--- config.mk ---
export PLATFORM = sky130hd
export DESIGN_NAME = codec_init_seq
export DESIGN_NICKNAME = d
export VERILOG_FILES = /design/src/rtl/codec_init_seq.sv
export SDC_FILE = /design/constraint.sdc
export NUM_CORES = 1
export LEC_CHECK = 0
export ABC_AREA = 1
export CAP_MARGIN = 40
export CORE_MARGIN = 3
export CORE_UTILIZATION = 63
export CTS_BUF_LIST = sky130_fd_sc_hd__clkbuf_4
export CTS_CLUSTER_SIZE = 10
export DETAILED_ROUTE_END_ITERATION = 6
export PLACE_DENSITY = 0.89
export SETUP_SLACK_MARGIN = 0.5
export SYNTH_ARGS = -nofsm -noshare
export SYNTH_HDL_FRONTEND = slang
export SYNTH_SLANG_ARGS = --single-unit
--- constraint.sdc ---
create_clock -name clk -period 5.4 [get_ports clk]
set_clock_uncertainty 0.1 [all_clocks]
set_input_delay 0.54 -clock clk [delete_from_list [all_inputs] [get_ports clk]]
set_output_delay 0.54 -clock clk [all_outputs]
set_load 0.02 [all_outputs]
--- src/rtl/codec_init_seq.sv ---
// codec_init_seq: power-up configuration sequencer for the audio codec.
//
// After reset it waits PWR_WAIT cycles, then walks a fixed 9-entry table of
// codec register writes and hands each one to the I2C engine over a go/rdy
// handshake. NACKed or unaccepted writes are retried up to MAX_RETRY times;
// a write that never completes aborts at once. The I2S path stays muted until
// done is high.
//
// Ports:
//   clk       in   system clock
//   rst       in   asynchronous active-low reset
//   start     in   one-cycle pulse, re-runs the table from DONE or ERROR
//   i2c_rdy   in   engine idle/ready
//   i2c_nack  in   engine NACK flag, valid in the cycle i2c_rdy rises
//   i2c_go    out  one-cycle command strobe
//   i2c_dev   out  7-bit device address (constant DEV_ADDR)
//   i2c_data  out  {reg[6:0], val[8:0]} payload
//   busy      out  sequence in progress
//   done      out  all entries written successfully
//   err       out  sequence aborted
//   err_idx   out  table index that failed
module codec_init_seq #(
   parameter logic [6:0]  DEV_ADDR  = 7'h1A,
   parameter int unsigned PWR_WAIT  = 50000,
   parameter int unsigned GAP_CYC   = 64,
   parameter int unsigned ACC_TO    = 8,
   parameter int unsigned DONE_TO   = 65535,
   parameter int unsigned MAX_RETRY = 3
) (
   input  logic        clk,
   input  logic        rst,
   input  logic        start,
   input  logic        i2c_rdy,
   input  logic        i2c_nack,
   output logic        i2c_go,
   output logic [6:0]  i2c_dev,
   output logic [15:0] i2c_data,
   output logic        busy,
   output logic        done,
   output logic        err,
   output logic [3:0]  err_idx
);

   // One shared wait counter, wide enough for the longest of the four waits.
   localparam int unsigned Max1   = (PWR_WAIT > GAP_CYC) ? PWR_WAIT : GAP_CYC;
   localparam int unsigned Max2   = (ACC_TO > DONE_TO) ? ACC_TO : DONE_TO;
   localparam int unsigned CntMax = (Max1 > Max2) ? Max1 : Max2;
   localparam int unsigned CntW   = (CntMax < 1) ? 1 : $clog2(CntMax + 1);
   localparam int unsigned RetW   = (MAX_RETRY < 1) ? 1 : $clog2(MAX_RETRY + 1);

   // Terminal counts. Each wait ends on the cycle its counter reaches *Last,
   // and the counter never advances past it, so nothing can wrap.
   localparam logic [CntW-1:0] PwrLast  = CntW'(PWR_WAIT);
   localparam logic [CntW-1:0] GapLast  = CntW'((GAP_CYC == 0) ? 0 : GAP_CYC - 1);
   localparam logic [CntW-1:0] AccLast  = CntW'((ACC_TO == 0) ? 0 : ACC_TO - 1);
   localparam logic [CntW-1:0] DoneLast = CntW'((DONE_TO == 0) ? 0 : DONE_TO - 1);
   localparam logic [RetW-1:0] RetryMax = RetW'(MAX_RETRY);
   localparam logic [3:0]      IdxLast  = 4'd8;

   typedef enum logic [2:0] {
      StPwr,
      StIssue,
      StAccept,
      StXfer,
      StGap,
      StDone,
      StError
   } state_e;

   state_e          state_q;
   logic [CntW-1:0] cnt_q;
   logic [RetW-1:0] retry_q;
   logic [3:0]      idx_q;
   logic            ok_q;        // last attempt succeeded; GAP then advances idx
   logic            retry_left;

   assign i2c_dev    = DEV_ADDR;
   assign retry_left = (retry_q < RetryMax);

   // Register write table, {reg[6:0], val[8:0]}.
   function automatic logic [15:0] table_entry(input logic [3:0] i);
      logic [15:0] e;
      case (i)
         4'd0:    e = {7'h0F, 9'h000};
         4'd1:    e = {7'h06, 9'h010};
         4'd2:    e = {7'h02, 9'h079};
         4'd3:    e = {7'h03, 9'h079};
         4'd4:    e = {7'h04, 9'h012};
         4'd5:    e = {7'h05, 9'h000};
         4'd6:    e = {7'h07, 9'h002};
         4'd7:    e = {7'h08, 9'h000};
         4'd8:    e = {7'h09, 9'h001};
         default: e = 16'h0000;
      endcase
      return e;
   endfunction

   always_ff @(posedge clk or negedge rst) begin
      if (!rst) begin
         state_q  <= StPwr;
         cnt_q    <= '0;
         retry_q  <= '0;
         idx_q    <= '0;
         ok_q     <= 1'b0;
         i2c_go   <= 1'b0;
         i2c_data <= '0;
         busy     <= 1'b0;
         done     <= 1'b0;
         err      <= 1'b0;
         err_idx  <= '0;
      end else begin
         i2c_go <= 1'b0;
         unique case (state_q)
            StPwr: begin
               busy <= 1'b1;
               if (cnt_q >= PwrLast) begin
                  cnt_q   <= '0;
                  idx_q   <= '0;
                  retry_q <= '0;
                  state_q <= StIssue;
               end else begin
                  cnt_q <= cnt_q + 1'b1;
               end
            end

            StIssue: begin
               if (i2c_rdy) begin
                  i2c_go   <= 1'b1;
                  i2c_data <= table_entry(idx_q);
                  cnt_q    <= '0;
                  state_q  <= StAccept;
               end
            end

            // The first cycle here is the go cycle itself, where rdy is still
            // high; it counts towards the acceptance timeout.
            StAccept: begin
               if (!i2c_rdy) begin
                  cnt_q   <= '0;
                  state_q <= StXfer;
               end else if (cnt_q >= AccLast) begin
                  cnt_q <= '0;
                  if (retry_left) begin
                     retry_q <= retry_q + 1'b1;
                     ok_q    <= 1'b0;
                     state_q <= StGap;
                  end else begin
                     busy    <= 1'b0;
                     err     <= 1'b1;
                     err_idx <= idx_q;
                     state_q <= StError;
                  end
               end else begin
                  cnt_q <= cnt_q + 1'b1;
               end
            end

            StXfer: begin
               if (i2c_rdy) begin
                  cnt_q <= '0;
                  if (!i2c_nack) begin
                     ok_q    <= 1'b1;
                     state_q <= StGap;
                  end else if (retry_left) begin
                     retry_q <= retry_q + 1'b1;
                     ok_q    <= 1'b0;
                     state_q <= StGap;
                  end else begin
                     busy    <= 1'b0;
                     err     <= 1'b1;
                     err_idx <= idx_q;
                     state_q <= StError;
                  end
               end else if (cnt_q >= DoneLast) begin
                  // A hung engine is not retried.
                  cnt_q   <= '0;
                  busy    <= 1'b0;
                  err     <= 1'b1;
                  err_idx <= idx_q;
                  state_q <= StError;
               end else begin
                  cnt_q <= cnt_q + 1'b1;
               end
            end

            StGap: begin
               if (cnt_q >= GapLast) begin
                  cnt_q <= '0;
                  if (ok_q) begin
                     retry_q <= '0;
                     if (idx_q == IdxLast) begin
                        busy    <= 1'b0;
                        done    <= 1'b1;
                        state_q <= StDone;
                     end else begin
                        idx_q   <= idx_q + 1'b1;
                        state_q <= StIssue;
                     end
                  end else begin
                     // Retry: reissue the same entry.
                     state_q <= StIssue;
                  end
               end else begin
                  cnt_q <= cnt_q + 1'b1;
               end
            end

            StDone, StError: begin
               if (start) begin
                  cnt_q   <= '0;
                  idx_q   <= '0;
                  retry_q <= '0;
                  ok_q    <= 1'b0;
                  busy    <= 1'b1;
                  done    <= 1'b0;
                  err     <= 1'b0;
                  err_idx <= '0;
                  state_q <= StIssue;
               end
            end

            default: begin
               cnt_q   <= '0;
               state_q <= StPwr;
            end
         endcase
      end
   end

endmodule

==> results.rst <==
.. list-table::
   :header-rows: 1

   * - Metric
     - Value
   * - Max VDD drop
     - 251 uV
   * - Hold Buf Count CTS
     - 0
   * - Fraction of registers with async set/reset
     - 100%
   * - Buffers inserted by post-CTS timing repair
     - 0
   * - Type of the worst setup path
     - in -> reg
   * - Post-synthesis sequential area ratio
     - 35.2%
   * - Antenna Nets Post-Route
     - 0
   * - Signed area change from the synthesized netlist to the final layout
     - 9.78%
   * - Ant. Diodes
     - 0
   * - Worst reg-to-reg path cell count
     - 10
   * - Post-Syn Area per Cell
     - 6.75 um^2
   * - Total wire length
     - 6920 um
   * - Number of DRC violations after detailed routing
     - 0
   * - Share of the core filled with cells in the final layout
     - 73.2%
   * - Clock insertion delay at the later pin of the skew report
     - 0.36 ns
   * - Final-stage net count
     - 475
   * - Total count of hold-check failures in the final report
     - 0
   * - Fmax achieved
     - 427 MHz
   * - Max FO, Critical Path
     - 14
   * - TritonCTS clock tree
     - built
   * - Required time at the worst-slack endpoint
     - 5.57 ns
   * - Vias post-DR
     - 2851
   * - Share of Yosys cell area claimed by the top area cell type
     - 35.2%
   * - Final cell count without fillers
     - 516
   * - Detail-routed via count per cell
     - 5.53
   * - Accumulated negative setup slack
     - 0 ns
   * - Fin crit period
     - 2.34 ns
   * - Layout cell share with drive strength beyond 1
     - 7.33%
   * - DRC marker count from the first detailed-route iteration
     - 290
   * - Chip width
     - 74.8 um
   * - Result of the run
     - finished clean
   * - Amount of wire on met3 after detailed routing
     - 391 um
   * - Max Slew Vio Count
     - 0
   * - Unrepaired setup endpoints after global routing
     - false
   * - Flip-flop and latch count after synthesis
     - 42
   * - Core Region
     - 0.00447 mm^2
   * - Primary FF master, synth
     - dfrtp_1
   * - Sequential cell area
     - 0.00105 mm^2
   * - Via count of the first global-routing pass
     - 2573
   * - Effective utilization at floorplan
     - 66.6%
   * - Number of H-tree branching levels
     - 2
   * - Filler Cells Inserted
     - 367
   * - Avg WL per Cell
     - 13.4 um
   * - Quantity of gates resized following cts
     - 0
   * - Number of buffers inserted during clock tree synthesis
     - 5
   * - Leading area contributor after synthesis
     - dfrtp_1
   * - Total routed wire length on the met1 layer
     - 3150 um
   * - Vertical die dimension
     - 74.8 um
   * - Sinks on Clock Net
     - 42
   * - Clock transition at path regs
     - 0.14 ns
   * - Static leakage
     - 1.68 nW
   * - Buffer cell driving the clock tree root
     - clkbuf_4
   * - Number of placed cells counting well taps
     - 508
   * - Reg-to-Reg Start
     - cnt_q[0]
   * - Critical R2R Capture
     - retry_q[1]
   * - Met2 routed wirelength
     - 3240 um
   * - Cell types occupying the most area after synthesis
     - dfrtp_1, nand2_1, nand3_1
   * - Final weighted congestion in routability-driven placement
     - 0.982
   * - Antenna violations before repair
     - 0
   * - Max layer used
     - met4
   * - Global-route wire length before repair
     - 11700 um
   * - Area taken by multi-input logic gates
     - 0.00165 mm^2
   * - Overall fraction of global-route tracks in use
     - 27.2%
   * - Total half-perimeter wirelength after legalization and detailed placement
     - 5400 um
   * - Post-synth EDFFs
     - 0
   * - Worst hold-check slack
     - 0.0144 ns
   * - Yosys synthesis warning count
     - 0
   * - Nature of the critical path endpoint
     - flip-flop
   * - Overall overflow remaining after global route
     - 0
   * - Rows
     - 24
   * - Longest Clk Path Bufs
     - 2
   * - Die Footprint
     - 0.00559 mm^2
   * - Synthesized instance count
     - 442
   * - Launching element type of the critical path
     - input pin
   * - Final Setup Violations
     - 0
   * - Register-to-register path setup slack
     - 3.30 ns
   * - Top-Level Pins
     - 36
   * - Ratio of final minimum period to clock period
     - 43.4%
   * - Summed instance area of the synthesized netlist
     - 0.00298 mm^2
   * - Synth cell types
     - 31
   * - Pin count of the biggest net entering global routing
     - 25
   * - Iteration count of the initial detailed-routing pass
     - 5
   * - Data arrival at the endpoint of the critical path
     - 2.51 ns
   * - I/O Buffers
     - 22
   * - Hold WC Path Type
     - in -> async
   * - PwrDens
     - 412 mW/mm^2
   * - Number of max-cap violations
     - 0
==> layer usage <==
metal / global-route usage (%) / up-vias
met2: 43.6 / 102
li1: - / 1423
met1: 36.4 / 1309
met3: 5.87 / 17
met4: 10.1 / 0
met5: 0 / -
==> cell type report <==
type                    instances  share of cell area, %
multi-input cells             342                   50.4
inverters                      49                   5.62
well taps                      52                   1.99
clock inverters                 3                   1.34
clock buffers                   5                   1.15
repair buffers                 23                   7.42
flip-flops and latches         42                   32.1
==> sequential cells by signal (all words and copies together), names as in the netlist <==
signal    cells
cnt_q        16
state_q       3
i2c_go        1
retry_q       2
idx_q         4
err_idx       4
err           1
done          1
ok_q          1
i2c_data      8
busy          1
==> layout by cell type (no fill, tap or decap), types with 2 or more instances in the layout <==
cell and count:
nand2_1 143, nor2_1 48, inv_1 45, nand3_1 42, dfrtp_1 42, o21ai_0 27, clkdlybuf4s50_1 21, nand4_1 14
conb_1 13, a21oi_1 8, ha_1 7, nor2_2 6, nand2_2 6, xor2_1 5, clkbuf_4 5, inv_2 4
nand3_2 3, o21ai_1 3, xnor2_1 3, o211ai_1 3, o21bai_1 2, nor2_4 2
==> cells by family after synthesis <==
| logic type | Yosys count | share of synthesized area [%] |
|---|---|---|
| other | 2 | 0.252 |
| AND/OR/NAND/NOR | 268 | 39.9 |
| XOR/XNOR | 8 | 2.35 |
| adder cells (fa/ha/maj) | 7 | 2.94 |
| buffers and inverters | 69 | 10.8 |
| flip-flops | 42 | 35.2 |
| AO/OA/AOI/OAI | 46 | 8.52 |
==> cells in the mapped netlist (2+ instances only) <==
cell type	count
ha_1	7
o211ai_1	3
nand3_1	42
o21bai_1	2
nand3_2	3
nor2_4	2
clkbuf_1	3
conb_1	2
nand4_1	14
nor2_1	48
xor2_1	5
xnor2_1	3
a21oi_1	8
nand2_1	143
dfrtp_1	42
nor2_2	6
o21ai_0	27
o21ai_1	3
buf_4	15
inv_2	4
inv_1	45
nand2_2	6
==> power by group <==
part	leakage, nW	total (W)	internal [W]	switching (W)
logic	1.07	0.000684	0.000227	0.000457
registers	0.558	0.000453	0.000385	0.0000676
clock network	0.0456	0.000210	0.0000984	0.000112
total	1.68	0.00135	0.000710	0.000637
==> through the flow <==
stage          power, W  area (um^2)  setup slack (ns)
5_1_grt         0.00146         3270              2.88
3_3_place_gp    0.00112         3160              2.83
2_1_floorplan  0.000933         3020              3.69
6_report        0.00135         3270              3.06
4_1_cts         0.00135         3270              3.10
3_5_place_dp    0.00113         3190              2.70
==> worst max-delay path: stages <==
cell and delay, ns:
clkdlybuf4s50_1 0.69, inv_1 0.28, nand4_1 0.23, nand2_2 0.23, inv_2 0.17, nand3_1 0.10
o21ai_0 0.19, nor2_1 0.07
==> worst max-delay path by stage <==
stage                         from         end  slack (ns)  cells after the start
after floorplan           cnt_q[0]  retry_q[0]        3.69                     10
after global placement     i2c_rdy    cnt_q[4]        2.83                      8
after detailed placement   i2c_rdy    cnt_q[4]        2.70                      8
after CTS                  i2c_rdy    cnt_q[4]        3.10                      8
after global routing       i2c_rdy    cnt_q[4]        2.88                      8
final                      i2c_rdy    cnt_q[4]        3.06                      8
No activity file was read; power rests on OpenSTA's default activity.
